`config.mk`:
```
export PLATFORM = sky130hd
export DESIGN_NAME = serial_spi_bridge
export DESIGN_NICKNAME = d
export VERILOG_FILES = /design/src/rtl/serial_spi_bridge_pkg.sv /design/src/rtl/serial_spi_bridge_fifo.sv /design/src/rtl/serial_spi_bridge.sv
export SDC_FILE = /design/constraint.sdc
export NUM_CORES = 1
export LEC_CHECK = 0
export ABC_AREA = 1
export CORE_ASPECT_RATIO = 1.75
export CORE_UTILIZATION = 50
export CTS_CLUSTER_DIAMETER = 50
export CTS_CLUSTER_SIZE = 40
export DETAILED_ROUTE_END_ITERATION = 12
export PLACE_DENSITY = 0.66
export RECOVER_POWER = 50
export REMOVE_ABC_BUFFERS = 1
export SYNTH_ARGS = -nofsm -noshare
export SYNTH_HDL_FRONTEND = slang
export SYNTH_SLANG_ARGS = --single-unit
```
`constraint.sdc`:
```
create_clock -name clk -period 2.9 [get_ports clk]
set_clock_uncertainty 0.1 [all_clocks]
set_input_delay 0.435 -clock clk [delete_from_list [all_inputs] [get_ports clk]]
set_output_delay 0.435 -clock clk [all_outputs]
set_load 0.02 [all_outputs]
```
`src/rtl/serial_spi_bridge_pkg.sv`:
```
// Shared opcodes, reply codes and FSM encoding for the host-stream to SPI-flash bridge.
package serial_spi_bridge_pkg;

    localparam logic [7:0] OP_XFER  = 8'h01;
    localparam logic [7:0] OP_PING  = 8'h02;
    localparam logic [7:0] RPL_PING = 8'hA5;
    localparam logic [7:0] RPL_ERR  = 8'hEE;

    typedef enum logic [3:0] {
        S_IDLE,
        S_LEN_HI,
        S_LEN_LO,
        S_CS_SETUP,
        S_WAIT_DATA,
        S_SHIFT,
        S_RESP,
        S_CS_HOLD,
        S_REPLY
    } state_t;

    // States that keep the flash selected unconditionally; CS_HOLD is handled by its timer.
    function automatic logic cs_active(input state_t s);
        return (s == S_CS_SETUP) || (s == S_WAIT_DATA) || (s == S_SHIFT) || (s == S_RESP);
    endfunction

endpackage

```
`src/rtl/serial_spi_bridge_fifo.sv`:
```
// Synchronous byte FIFO, show-ahead dout valid while not empty; zero-latency read, one-cycle write.
// Push into a full FIFO is dropped unless a pop happens in the same cycle.
module sync_byte_fifo #(
    parameter int DEPTH = 16
) (
    input  logic       clk,
    input  logic       reset,
    input  logic       push,
    input  logic [7:0] din,
    input  logic       pop,
    output logic [7:0] dout,
    output logic       full,
    output logic       empty
);

    localparam int AW = $clog2(DEPTH);
    localparam logic [AW:0] PTR_ONE = 1;

    logic [7:0]  mem [DEPTH];
    logic [AW:0] wr_ptr;
    logic [AW:0] rd_ptr;
    logic        do_push;
    logic        do_pop;

    assign empty   = (wr_ptr == rd_ptr);
    assign full    = (wr_ptr[AW] != rd_ptr[AW]) && (wr_ptr[AW-1:0] == rd_ptr[AW-1:0]);
    assign do_pop  = pop && !empty;
    assign do_push = push && (!full || do_pop);
    assign dout    = mem[rd_ptr[AW-1:0]];

    always_ff @(posedge clk) begin
        if (reset) begin
            wr_ptr <= '0;
            rd_ptr <= '0;
        end else begin
            if (do_push) wr_ptr <= wr_ptr + PTR_ONE;
            if (do_pop)  rd_ptr <= rd_ptr + PTR_ONE;
        end
    end

    always_ff @(posedge clk) begin
        if (do_push) mem[wr_ptr[AW-1:0]] <= din;
    end

endmodule

```
`src/rtl/serial_spi_bridge.sv`:
```
// Host byte stream to SPI mode-0 flash bridge: PING/ERR replies and length-prefixed full-duplex XFER.
// Replies wait on uart_tx_ready with SPI paused; rx bytes cannot be back-pressured and overflow is sticky.
module serial_spi_bridge
    import serial_spi_bridge_pkg::*;
#(
    parameter int CLK_DIV    = 2,
    parameter int FIFO_DEPTH = 16
) (
    input  logic       clk,
    input  logic       reset,
    input  logic [7:0] uart_rx_data,
    input  logic       uart_rx_strobe,
    input  logic       uart_tx_ready,
    output logic [7:0] uart_tx_data,
    output logic       uart_tx_strobe,
    output logic       spi_cs_n,
    output logic       spi_sck,
    output logic       spi_mosi,
    input  logic       spi_miso,
    output logic       busy,
    output logic       overflow
);

    localparam logic [8:0] DIV_HALF  = 9'(CLK_DIV);
    localparam logic [8:0] DIV_LAST  = 9'(CLK_DIV - 1);
    localparam logic [8:0] HOLD_LAST = 9'(2 * CLK_DIV - 1);

    state_t      state;
    state_t      state_next;

    logic [7:0]  fifo_dout;
    logic        fifo_full;
    logic        fifo_empty;
    logic        fifo_pop;

    logic [7:0]  len_hi;
    logic [15:0] count;
    logic [8:0]  div_cnt;
    logic [2:0]  bit_cnt;
    logic [7:0]  tx_sh;
    logic [7:0]  rx_sh;
    logic [7:0]  tx_data;
    logic        sck;
    logic        tx_strobe;
    logic        div_last;

    sync_byte_fifo #(.DEPTH(FIFO_DEPTH)) u_rx_fifo (
        .clk   (clk),
        .reset (reset),
        .push  (uart_rx_strobe),
        .din   (uart_rx_data),
        .pop   (fifo_pop),
        .dout  (fifo_dout),
        .full  (fifo_full),
        .empty (fifo_empty)
    );

    assign div_last = (div_cnt == DIV_LAST);

    always_ff @(posedge clk) begin
        if (reset) state <= S_IDLE;
        else       state <= state_next;
    end

    always_comb begin
        state_next = state;
        fifo_pop   = 1'b0;
        tx_strobe  = 1'b0;
        case (state)
            S_IDLE: begin
                if (!fifo_empty) begin
                    fifo_pop   = 1'b1;
                    state_next = (fifo_dout == OP_XFER) ? S_LEN_HI : S_REPLY;
                end
            end
            S_LEN_HI: begin
                if (!fifo_empty) begin
                    fifo_pop   = 1'b1;
                    state_next = S_LEN_LO;
                end
            end
            S_LEN_LO: begin
                if (!fifo_empty) begin
                    fifo_pop   = 1'b1;
                    state_next = ({len_hi, fifo_dout} == 16'd0) ? S_IDLE : S_CS_SETUP;
                end
            end
            S_CS_SETUP: begin
                if (div_last) state_next = S_WAIT_DATA;
            end
            S_WAIT_DATA: begin
                if (!fifo_empty) begin
                    fifo_pop   = 1'b1;
                    state_next = S_SHIFT;
                end
            end
            S_SHIFT: begin
                if (div_last && sck && (bit_cnt == 3'd7)) state_next = S_RESP;
            end
            S_RESP: begin
                if (uart_tx_ready) begin
                    tx_strobe  = 1'b1;
                    state_next = (count == 16'd1) ? S_CS_HOLD : S_WAIT_DATA;
                end
            end
            S_CS_HOLD: begin
                if (div_cnt == HOLD_LAST) state_next = S_IDLE;
            end
            S_REPLY: begin
                if (uart_tx_ready) begin
                    tx_strobe  = 1'b1;
                    state_next = S_IDLE;
                end
            end
            default: state_next = S_IDLE;
        endcase
    end

    // div_cnt restarts on every state change so each timed state begins from zero.
    always_ff @(posedge clk) begin
        if (reset) begin
            len_hi   <= '0;
            count    <= '0;
            div_cnt  <= '0;
            bit_cnt  <= '0;
            tx_sh    <= '0;
            rx_sh    <= '0;
            tx_data  <= '0;
            sck      <= 1'b0;
            overflow <= 1'b0;
        end else begin
            if (uart_rx_strobe && fifo_full && !fifo_pop) overflow <= 1'b1;

            if ((state_next != state) || (state == S_SHIFT && div_last)) div_cnt <= '0;
            else                                                         div_cnt <= div_cnt + 9'd1;

            case (state)
                S_IDLE: begin
                    if (fifo_pop && fifo_dout != OP_XFER)
                        tx_data <= (fifo_dout == OP_PING) ? RPL_PING : RPL_ERR;
                end
                S_LEN_HI: begin
                    if (fifo_pop) len_hi <= fifo_dout;
                end
                S_LEN_LO: begin
                    if (fifo_pop) count <= {len_hi, fifo_dout};
                end
                S_WAIT_DATA: begin
                    if (fifo_pop) begin
                        tx_sh   <= fifo_dout;
                        bit_cnt <= '0;
                        sck     <= 1'b0;
                    end
                end
                S_SHIFT: begin
                    if (div_last) begin
                        sck <= !sck;
                        if (!sck) begin
                            rx_sh <= {rx_sh[6:0], spi_miso};
                        end else begin
                            tx_sh   <= {tx_sh[6:0], 1'b0};
                            bit_cnt <= bit_cnt + 3'd1;
                            if (bit_cnt == 3'd7) tx_data <= rx_sh;
                        end
                    end
                end
                S_RESP: begin
                    if (tx_strobe) count <= count - 16'd1;
                end
                default: ;
            endcase
        end
    end

    assign spi_sck        = sck;
    assign spi_mosi       = tx_sh[7];
    assign spi_cs_n       = !(cs_active(state) || (state == S_CS_HOLD && div_cnt < DIV_HALF));
    assign uart_tx_data   = tx_data;
    assign uart_tx_strobe = tx_strobe;
    assign busy           = (state != S_IDLE);

endmodule

```
==> impl_metrics.toml, run 1 <==
[clock_network]
cts_sinks = 208
clock_latency_ps = 490
cts_tree = "done"
root_buffer = "clkbuf_16"
post_cts_buffers = 0
htreeDepth = 1
clk_pin_slew_ps = 90
cts_buffer_depth = 3
cts_buffers = 14

[sta]
setup-violations-final = 0
slew_viol_final = 0
fin_crit_sh_pct = 96.9
worst_pin_slew_ps = 929
finalHoldViolCount = 0
period_needed_ps = 2810
relSlewSlack_pct = 37.8
rsz0062_at_grt = "no"
fmax_mhz = 356

[synthesis]
synthDistinctLibCells = 42
synthArstFlopShare_pct = 0
synth-edff-count = 128
yosysSeqAreaShare_pct = 57.7
synth_ff_type = "edfxtp_1"
yosysTopAreaCellShare_pct = 40.8
yosysTopAreaCell = "edfxtp_1"
avgSynthCellArea_um2 = 8.88
yosys_warnings = 0
synth_area_leaders = "edfxtp_1 41%, dfxtp_1 17%, nand2_1 10%"
netlist_area_mm2 = 0.00943
ys_seq_elements = 208
postSynthCellCount = 1062

[global_route]
grtUsageTotal_pct = 23.5
globalRouteOverflowTotal = 0
grt_pass1_wl_um = 35100
grt_max_degree = 50
grt_pass1_vias = 6890
antenna_found_initial = 0

[worst_setup_path]
worstPathCellList = "inv_1 > nor2_1 > inv_1 > nor3_4 > nor2_1 > nor2_1 > clkdlybuf4s50_1"
slowest_delay_ps = 620
end_kind = "output port"
critPathMostFrequentCell = "nor2_1"
worstPathRequired_ps = 2370
path_max_fanout = 4
cp.arrival_ps = 2270
crit_type = "reg2out"
r2r_setup_slack_ps = 260
r2r_cells = 12
cp-start-kind = "flop"
slowest_stage = "clkdlybuf4s50_1"

[layout]
diodes = 0
regArea_mm2 = 0.00545
multi_input_comb_area_mm2 = 0.00318
areaGrowthSynthToFinish_pct = 11.8
drive_gt1_share_pct = 7.34
num-fill-cells = 1709
final_util_pct = 57.0
final_nets = 1120

[drt]
ant_nets = 0
wl_per_cell_um = 16.5
drc = 0
firstDrtPassIters = 5
wirelength_um = 22100
via_per_inst = 5.31
drt_first_iter_violations = 291
vias = 7131

[power_and_ir_drop]
clkPwrFrac_pct = 27.5
powerDensity_mw_per_mm2 = 750
leakagePower_nw = 4.29
swShare_pct = 35.9
p_int_mw = 5.07
fin_total_pwr_mw = 7.91
seqPwrFrac_pct = 43.0
vdd_ir_drop_max_v = 0.000610
p_comb_share_pct = 29.5
p_switching_mw = 2.84

[floorplan]
rows = 66
core_area_mm2 = 0.0185
die_x_um = 106
start_util_pct = 51.0
floorplan.die.height_um = 184
ios = 27
die_area_mm2 = 0.0194

[job]
cap_violations = 0

[worst_hold_path]
holdPathStages = 2
hp-class = "reg2reg"

[outcome]
status = "finished, final reports clean"

[place]
dp_hpwl_um = 15600
gp_congestion = 0.887
io_buffers = 26
==> worst paths after layout <==
kind	startpoint	endpoint
worst min register to register	rx_sh[7]	rx_sh[7]
worst max-delay path	state[2]	uart_tx_strobe
worst max register to register	u_rx_fifo.wr_ptr[3]	count[2]
worst min-delay path	rx_sh[7]	rx_sh[7]
==> registers in the layout, summed over array words and instances, names as in the netlist, named ones only <==
signal,flops
u_rx_fifo.mem,128
count,16
div_cnt,9
len_hi,8
rx_sh,8
tx_sh,8
uart_tx_data,8
u_rx_fifo.rd_ptr,5
u_rx_fifo.wr_ptr,5
state,4
bit_cnt,3
overflow,1
spi_sck,1
==> worst max-delay path: cells and delay by family, from the launching register on <==
kind	cells	cell delay, ps
buffers and inverters	3	840
flip-flops	1	330
AND/OR/NAND/NOR	4	630
==> power by group through the flow <==
stage          combinational, mW  clock, mW  sequential, mW
2_1_floorplan               1.37          0            3.57
3_3_place_gp                2.36          0            3.46
3_5_place_dp                2.37          0            3.46
4_1_cts                     2.38       2.23            3.40
5_1_grt                     2.59       2.33            3.42
6_report                    2.33       2.18            3.40
==> layout by cell type (no fill, tap or decap), drive strengths merged, types with 8 or more instances in the layout <==
| cell type | count |
|---|---|
| dlygate4sd3 | 19 |
| nand2 | 257 |
| nand3 | 110 |
| o211ai | 8 |
| clkbuf | 19 |
| xor2 | 13 |
| buf | 32 |
| nor3 | 15 |
| o21ai | 61 |
| ha | 11 |
| dfxtp | 80 |
| inv | 153 |
| nor2 | 90 |
| a21oi | 54 |
| edfxtp | 128 |
| a31oi | 10 |
==> repair_timing <==
action,CTS,global route
setup endpoints to repair,0,1
gates resized for setup,0,1
hold buffers,0,0
==> Yosys cell counts, types with 2 or more instances <==
cell / instances
dfxtp_1: 80
nor3_1: 13
nand2_1: 255
buf_6: 8
nor2_1: 79
clkbuf_1: 19
nor3_2: 2
o21ai_0: 58
a21oi_1: 54
o211ai_1: 8
xor2_1: 13
o21ai_1: 3
a31oi_1: 10
nor4_1: 7
o22ai_1: 7
buf_2: 15
inv_1: 139
xnor2_1: 3
inv_2: 8
ha_1: 11
nand3_1: 109
a221oi_1: 3
buf_4: 2
edfxtp_1: 128
nor2_2: 11
==> final cells by class <==
cell class	instances	share of cell area (%)
sequential	208	51.7
clock inverter	9	1.23
tap	238	2.83
multi-input combinational	662	30.2
clock buffer	15	3.56
inverter	148	5.27
timing repair buffer	62	5.26
==> stage by stage <==
stage	cell area, um2	std cells	setup WS [ps]	hold slack, ps	TNS [ps]
after floorplan	9180	1018	-654	331	-12800
after global placement	10000	1318	368	347	0
after detailed placement	10000	1318	353	351	0
after CTS	10600	1342	29.5	364	0
after global routing	10500	1342	3.93	393	0
final	10500	1342	91.0	359	0
==> kinds of logic (layout without fill, tap and decap cells) <==
family | count (synthesis) | in the layout | share of synthesized area, %
flops | 208 | 208 | 57.7
buf+inv | 192 | 234 | 8.56
xor+xnor | 16 | 16 | 1.49
fa+ha+maj | 11 | 11 | 1.46
compound gates | 153 | 153 | 9.08
simple gates | 482 | 482 | 21.7
==> metal layers <==
metal  vias to the layer above  global-route usage [%]  wire length [um]
met5                         -                       0                 0
met2                       156                    46.6             12400
met4                         0                    11.4               975
met3                        59                    2.27               708
met1                      3341                    24.1              8010
li1                       3575                       -                 -
No activity file was read; power rests on OpenSTA's default activity.
==> run 2: changes to the inputs <==
--- a/config.mk
+++ b/config.mk
@@ -6,6 +6,7 @@
 export NUM_CORES = 1
 export LEC_CHECK = 0
 export ABC_AREA = 1
+export CAP_MARGIN = 5
 export CORE_ASPECT_RATIO = 1.75
 export CORE_UTILIZATION = 50
 export CTS_CLUSTER_DIAMETER = 50
==> results of run 2 <==
Final layout, timing and power as in run 1 (identical DEF).
